### src/rtl/debounce_pkg.sv
// Shared types and default constants for the input debouncer.
package debounce_pkg;

  typedef enum logic [1:0] {
    IDLE_LOW  = 2'd0,
    WAIT_HIGH = 2'd1,
    IDLE_HIGH = 2'd2,
    WAIT_LOW  = 2'd3
  } state_t;

  localparam int unsigned DEF_SYNC_STAGES     = 2;
  localparam int unsigned DEF_DEBOUNCE_CYCLES = 16;

endpackage

### src/rtl/sync_ff.sv
// Multi-stage flop synchronizer for a single asynchronous bit; resets to 0.
module sync_ff #(
  parameter int unsigned STAGES = 2
) (
  input  logic clk,
  input  logic rst,
  input  logic d,
  output logic q
);

  logic [STAGES-1:0] r_stages;

  // Shift the raw level through the synchronizer chain
  always_ff @(posedge clk) begin
    if (rst) r_stages <= '0;
    else     r_stages <= {r_stages[STAGES-2:0], d};
  end

  assign q = r_stages[STAGES-1];

endmodule

### src/rtl/input_debounce.sv
// Input debouncer: synchronizes sig_in, then accepts a new level only after it
// has been stable for DEBOUNCE_CYCLES+1 synchronized cycles.
// Optional feature macro: DEBOUNCE_GLITCH_CNT_EN adds the 8-bit saturating
// glitch_cnt output counting rejected candidate transitions.
module input_debounce
  import debounce_pkg::*;
#(
  parameter int unsigned SYNC_STAGES     = DEF_SYNC_STAGES,
  parameter int unsigned DEBOUNCE_CYCLES = DEF_DEBOUNCE_CYCLES
) (
  input  logic       clk,
  input  logic       rst,
  input  logic       sig_in,
`ifdef DEBOUNCE_GLITCH_CNT_EN
  output logic [7:0] glitch_cnt,
`endif
  output logic       sig_out,
  output logic       busy
);

  localparam int unsigned CW = $clog2(DEBOUNCE_CYCLES);
  localparam logic [CW-1:0] CNT_MAX = CW'(DEBOUNCE_CYCLES - 1);

  logic          w_sync;
  state_t        r_state, w_state_nxt;
  logic [CW-1:0] r_cnt, w_cnt_nxt;
  logic          r_sig_out, r_busy;

  sync_ff #(.STAGES(SYNC_STAGES)) u_sync (
    .clk (clk),
    .rst (rst),
    .d   (sig_in),
    .q   (w_sync)
  );

  // Next-state and counter logic for the qualification FSM
  always_comb begin
    w_state_nxt = r_state;
    w_cnt_nxt   = r_cnt;
    unique case (r_state)
      IDLE_LOW: begin
        if (w_sync) begin
          w_state_nxt = WAIT_HIGH;
          w_cnt_nxt   = '0;
        end
      end
      WAIT_HIGH: begin
        if (!w_sync)               w_state_nxt = IDLE_LOW;
        else if (r_cnt == CNT_MAX) w_state_nxt = IDLE_HIGH;
        else                       w_cnt_nxt   = r_cnt + 1'b1;
      end
      IDLE_HIGH: begin
        if (!w_sync) begin
          w_state_nxt = WAIT_LOW;
          w_cnt_nxt   = '0;
        end
      end
      WAIT_LOW: begin
        if (w_sync)                w_state_nxt = IDLE_HIGH;
        else if (r_cnt == CNT_MAX) w_state_nxt = IDLE_LOW;
        else                       w_cnt_nxt   = r_cnt + 1'b1;
      end
      default: w_state_nxt = IDLE_LOW;
    endcase
  end

  // State, counter and registered outputs (outputs decoded from next state)
  always_ff @(posedge clk) begin
    if (rst) begin
      r_state   <= IDLE_LOW;
      r_cnt     <= '0;
      r_sig_out <= 1'b0;
      r_busy    <= 1'b0;
    end else begin
      r_state   <= w_state_nxt;
      r_cnt     <= w_cnt_nxt;
      r_sig_out <= (w_state_nxt == IDLE_HIGH) || (w_state_nxt == WAIT_LOW);
      r_busy    <= (w_state_nxt == WAIT_HIGH) || (w_state_nxt == WAIT_LOW);
    end
  end

  assign sig_out = r_sig_out;
  assign busy    = r_busy;

`ifdef DEBOUNCE_GLITCH_CNT_EN
  logic       w_abort;
  logic [7:0] r_glitch;

  assign w_abort = ((r_state == WAIT_HIGH) && (w_state_nxt == IDLE_LOW)) ||
                   ((r_state == WAIT_LOW)  && (w_state_nxt == IDLE_HIGH));

  // Saturating count of candidates rejected before qualification
  always_ff @(posedge clk) begin
    if (rst)                             r_glitch <= '0;
    else if (w_abort && r_glitch != '1)  r_glitch <= r_glitch + 8'd1;
  end

  assign glitch_cnt = r_glitch;
`endif

endmodule

### config.mk
export PLATFORM = sky130hd
export DESIGN_NAME = input_debounce
export DESIGN_NICKNAME = d
export VERILOG_FILES = /design/src/rtl/debounce_pkg.sv /design/src/rtl/sync_ff.sv /design/src/rtl/input_debounce.sv
export SDC_FILE = /design/constraint.sdc
export NUM_CORES = 1
export LEC_CHECK = 0
export ABC_AREA = 1
export CORE_AREA = 2 2 39 41
export DETAILED_ROUTE_END_ITERATION = 8
export DIE_AREA = 0 0 41 43
export GPL_TIMING_DRIVEN = 0
export SLEW_MARGIN = 20
export SYNTH_ARGS = -nofsm -noshare
export SYNTH_HDL_FRONTEND = slang
export SYNTH_SLANG_ARGS = --single-unit
export TNS_END_PERCENT = 20
### constraint.sdc
create_clock -name clk -period 1.4 [get_ports clk]
set_input_delay 0.21 -clock clk [delete_from_list [all_inputs] [get_ports clk]]
set_output_delay 0.21 -clock clk [all_outputs]
set_load 0.005 [all_outputs]
Word-level counts from Yosys, hierarchy flattened. Index checks and enable logic that the tools add are counted.

Output and inout bits: 2. Word-level logic and storage cells: 34. Register bits after elaboration: 10. Bits of input ports: 3.

Reductions and logical operators: 4. Eq/ne operators: 11. $add $sub $neg: 1. Multiplexer cells: 13.

Operators with widths (count): two-way mux 4 bit (5); one-hot mux 4 bit (4 select lines) (1); two-way mux 2 bit (6); == test 2 bit, second input constant (4); one-hot mux 2 bit (4 select lines) (1); adder 4 x 1 -> 4 bit, second input constant (1); == test 2 x 1 -> 1 bit, second input constant (2); == test 4 bit, second input constant (1); inequality test 2 x 1 -> 1 bit, second input constant (2); inequality test 2 bit, second input constant (2); AND reduction 4 bit (1); logical NOT 2 bit (1); logical OR 1 bit (2).

Depth between registers and ports, before layout.
Word-level depth: 6. Gate-level depth with buffers: 8. Depth with buffers taken out: 8.

Cells and area by module. A second synthesis with hierarchy kept.

Cell total of the unflattened synthesis: 61. Area total of the unflattened synthesis: 411.6 um^2.

Modules (own cells, without submodules): input_debounce (cells each 55, area an instance 356.6 um^2, sequential area each 140.1 um^2, instances 1); sync_ff (cells each 6, area an instance 55.1 um^2, sequential area each 40.0 um^2, instances 1).

Worst setup path before layout. OpenSTA, ideal clock, no wires.

Path kind: register to register. Start: register r_cnt[0]. End: register r_cnt[2]. Path slack: 0.357 ns. Required time: 1.284 ns. Library setup time: 0.116 ns. Cell stages (with the launch flop): 7. Arrival time: 0.927 ns. Buffers on the path: 0. Period minus slack after synthesis: 1.043 ns. Cell sequence: dfxtp_1 -> ha_1 -> nand2_1 -> nor2_2 -> nor2_2 -> nand2_1 -> a21oi_1.

Cells in the longest elaborated chain, start to end: 4.

RTL lines: start, declared (line input_debounce.sv:26) `logic [CW-1:0] r_cnt, w_cnt_nxt;`; start signal, assigned (line input_debounce.sv:76) `r_cnt <= w_cnt_nxt;`; adder 4 x 1 -> 4 bit / == test 4 bit (equally long branches); two-way mux 4 bit (*) (line input_debounce.sv:49, input_debounce.sv:60); two-way mux 4 bit (on tied branches) (line input_debounce.sv:59, input_debounce.sv:48); one-hot mux 4 bit (4 select lines) (*) (line input_debounce.sv:40) `unique case (r_state)`.

Mark *: on every way between the ends. The rest lies on a longest branch, timed or not. The select of a mux whose other input is x is not followed. A chain may end at the register's enable or synchronous reset.

==> results.sh <==
export IMPL_h_tree_depth=1
export IMPL_clkTransAtPathRegs_ns=0.06
export IMPL_finalHoldViolCount=0
export IMPL_via_per_inst=4.27
export IMPL_worst_skew_pair_late_latency_ns=0.27
export IMPL_dp_hpwl_um=535
export IMPL_slowest_stage="clkdlybuf4s50_1"
export IMPL_p_leak_nw=0.209
export IMPL_grt_overflow=0
export IMPL_nNetsFinal=74
export IMPL_area_growth_pct=21.6
export IMPL_worst_path_largest_cell_delay_ns=0.51
export IMPL_synthXorXnorAreaFrac=0
export IMPL_cts_root_buf="clkbuf_4"
export IMPL_start_kind="flop"
export IMPL_yosys_top_cells_area="dfxtp_1 (44%), nand2_1 (17%), inv_1 (9.1%)"
export IMPL_ys_warn_count=0
export IMPL_grt_pass1_wl_um=1300
export IMPL_place_congestion=0.722
export IMPL_routedWlPerCell_um=8.99
export IMPL_io_pins=5
export IMPL_dr_pass1_iters=2
export IMPL_peakVddDrop_v=0.000560
export IMPL_crit_buf_inv=1
export IMPL_setup_tns_ns=0
export IMPL_die_x_um=41
export IMPL_synthesis_area_um2=412
export IMPL_relSlewSlack=0.869
export IMPL_ys_seq_area_frac=0.438
export IMPL_synth_seq_cells=9
export IMPL_min_period_over_period=0.963
export IMPL_worstSetupPathType="reg2out"
export IMPL_port_buffers=4
export IMPL_drv_cap=0
export IMPL_max_freq_ghz=0.742
export IMPL_layout_commonest_cell="nand2_1"
export IMPL_crit_arrival_ns=1.14
export IMPL_cts_tree="done"
export IMPL_instances_no_fill=85
export IMPL_crit_chain="clkdlybuf4s50_1"
export IMPL_syn_inst=61
export IMPL_row_count=14
export IMPL_hp_class="reg2reg"
export IMPL_dr_total_vias=363
export IMPL_synth_adder_area_share=0.0304
export IMPL_cts_buffers=3
export IMPL_hold_buffers=0
export IMPL_avgSynthCellArea_um2=6.75
export IMPL_dieArea_um2=1760
export IMPL_drt_iter0_drc=3
export IMPL_track_usage=0.117
export IMPL_synth_nets=65
export IMPL_drv_slew=0
export IMPL_mostFrequentLayoutCells="nand2_1 (19), inv_1 (10), dfxtp_1 (8)"
export IMPL_fp_dieH_um=43
export IMPL_muxShareOfSynthArea=0
export IMPL_hold_ws_ns=0.402
export IMPL_synth_top_family_by_area="simple AND/OR/NAND/NOR gates"
export IMPL_setup_viol=0
export IMPL_yosysTopAreaCellShare=0.438
export IMPL_ant_nets=0
export IMPL_post_cts_resized=1
export IMPL_cts_buffer_depth=2
export IMPL_antenna_found_initial=0
export IMPL_synth_compound_area_frac=0.0729
export IMPL_crit_family="buffers and inverters"
export IMPL_period_needed_ns=1.35
export IMPL_required_ns=1.19
export IMPL_antennaDiodeCount=0
export IMPL_drc=0
export IMPL_detail_route_wirelength_um=764
export IMPL_yosys_area_share_simple=0.359
export IMPL_post_cts_buffers=0
export IMPL_fill_cells=158
export IMPL_grt_max_degree=7
export IMPL_worst_pin_slew_ns=0.196
export IMPL_fp_coreArea_um2=1380
export IMPL_yosys_area_top_type="dfxtp_1"
export IMPL_grt_pass1_vias=329
export IMPL_skew_ns=0.00272
export IMPL_status="completed"
export IMPL_power_density_nw_per_um2=985
export IMPL_dp_cells=81
export IMPL_cts_sinks=9
export IMPL_yosys_cell_types_count=12
export IMPL_initial_utilization=0.297
export IMPL_rsz0062_at_grt="no"
export IMPL_endpoint_kind="primary output"
export IMPL_drive_gt1_frac=0.145
export IMPL_cp_max_fo=5
cell usage after synthesis:
cell and count:
nand2_1 19, inv_1 10, dfxtp_1 9, nor2_1 6, a21oi_1 5, nand4_1 3, nand2_2 2, nand3_1 2
nor2_2 2, ha_1 1, inv_2 1, o21ai_1 1
power breakdown:
| part | leakage, nW | switching [mW] | total, mW | internal, mW |
|---|---|---|---|---|
| clock | 0.0177 | 0.0990 | 0.205 | 0.106 |
| combinational | 0.117 | 0.0144 | 0.0257 | 0.0113 |
| sequential | 0.0734 | 0.00258 | 0.262 | 0.260 |
| total | 0.209 | 0.116 | 0.493 | 0.377 |
cell type report:
type                            instances  area, um2  area share
Timing Repair Buffer                    4       40.0      0.0800
Clock buffer                            3       22.5      0.0450
Tap cell                               16       20.0      0.0400
Clock inverter                          1       5.00      0.0100
Multi-Input combinational cell         41        190       0.380
Inverter                               11       41.3      0.0825
Sequential cell                         9        181       0.363
path summary, 6_finish.rpt:
path | start | endpoint | slack (ns) | cells past startpoint
setup / recovery | r_state[0] | busy | 0.05 | 1
hold / removal | u_sync.r_stages[0] | u_sync.r_stages[1] | 0.40 | 2
setup reg to reg | r_cnt[0] | r_cnt[2] | 0.22 | 5
hold reg to reg | u_sync.r_stages[0] | u_sync.r_stages[1] | 0.40 | 2
kinds of logic after synthesis:
kind of cell | after synthesis
DFF | 9
adders and majority gates | 1
and+or+nand+nor | 34
buffers and inverters | 11
AOI/OAI and AO/OA | 6
registers in the layout, indices dropped and copies added (netlist names):
name	flops
r_state	2
u_sync.r_stages	2
sig_out	1
r_cnt	4
layer usage:
layer / track usage / vias up / share of wire
met4: 0.0600 / 0 / 0.018
met2: 0.166 / 7 / 0.47
li1: - / 205 / -
met1: 0.127 / 149 / 0.45
met5: 0 / - / 0
met3: 0.0785 / 2 / 0.063
through the flow:
stage	worst slack (ns)	instance area, um2	util	total power, mW
floorplan	0.357	412	-	0.281
global placement	0.162	472	0.341	0.293
detailed placement	0.144	472	0.341	0.294
CTS	0.0420	500	0.362	0.501
global route	0.0153	500	0.362	0.513
finish	0.0520	500	0.362	0.493
(Power assumes the default switching activity.)
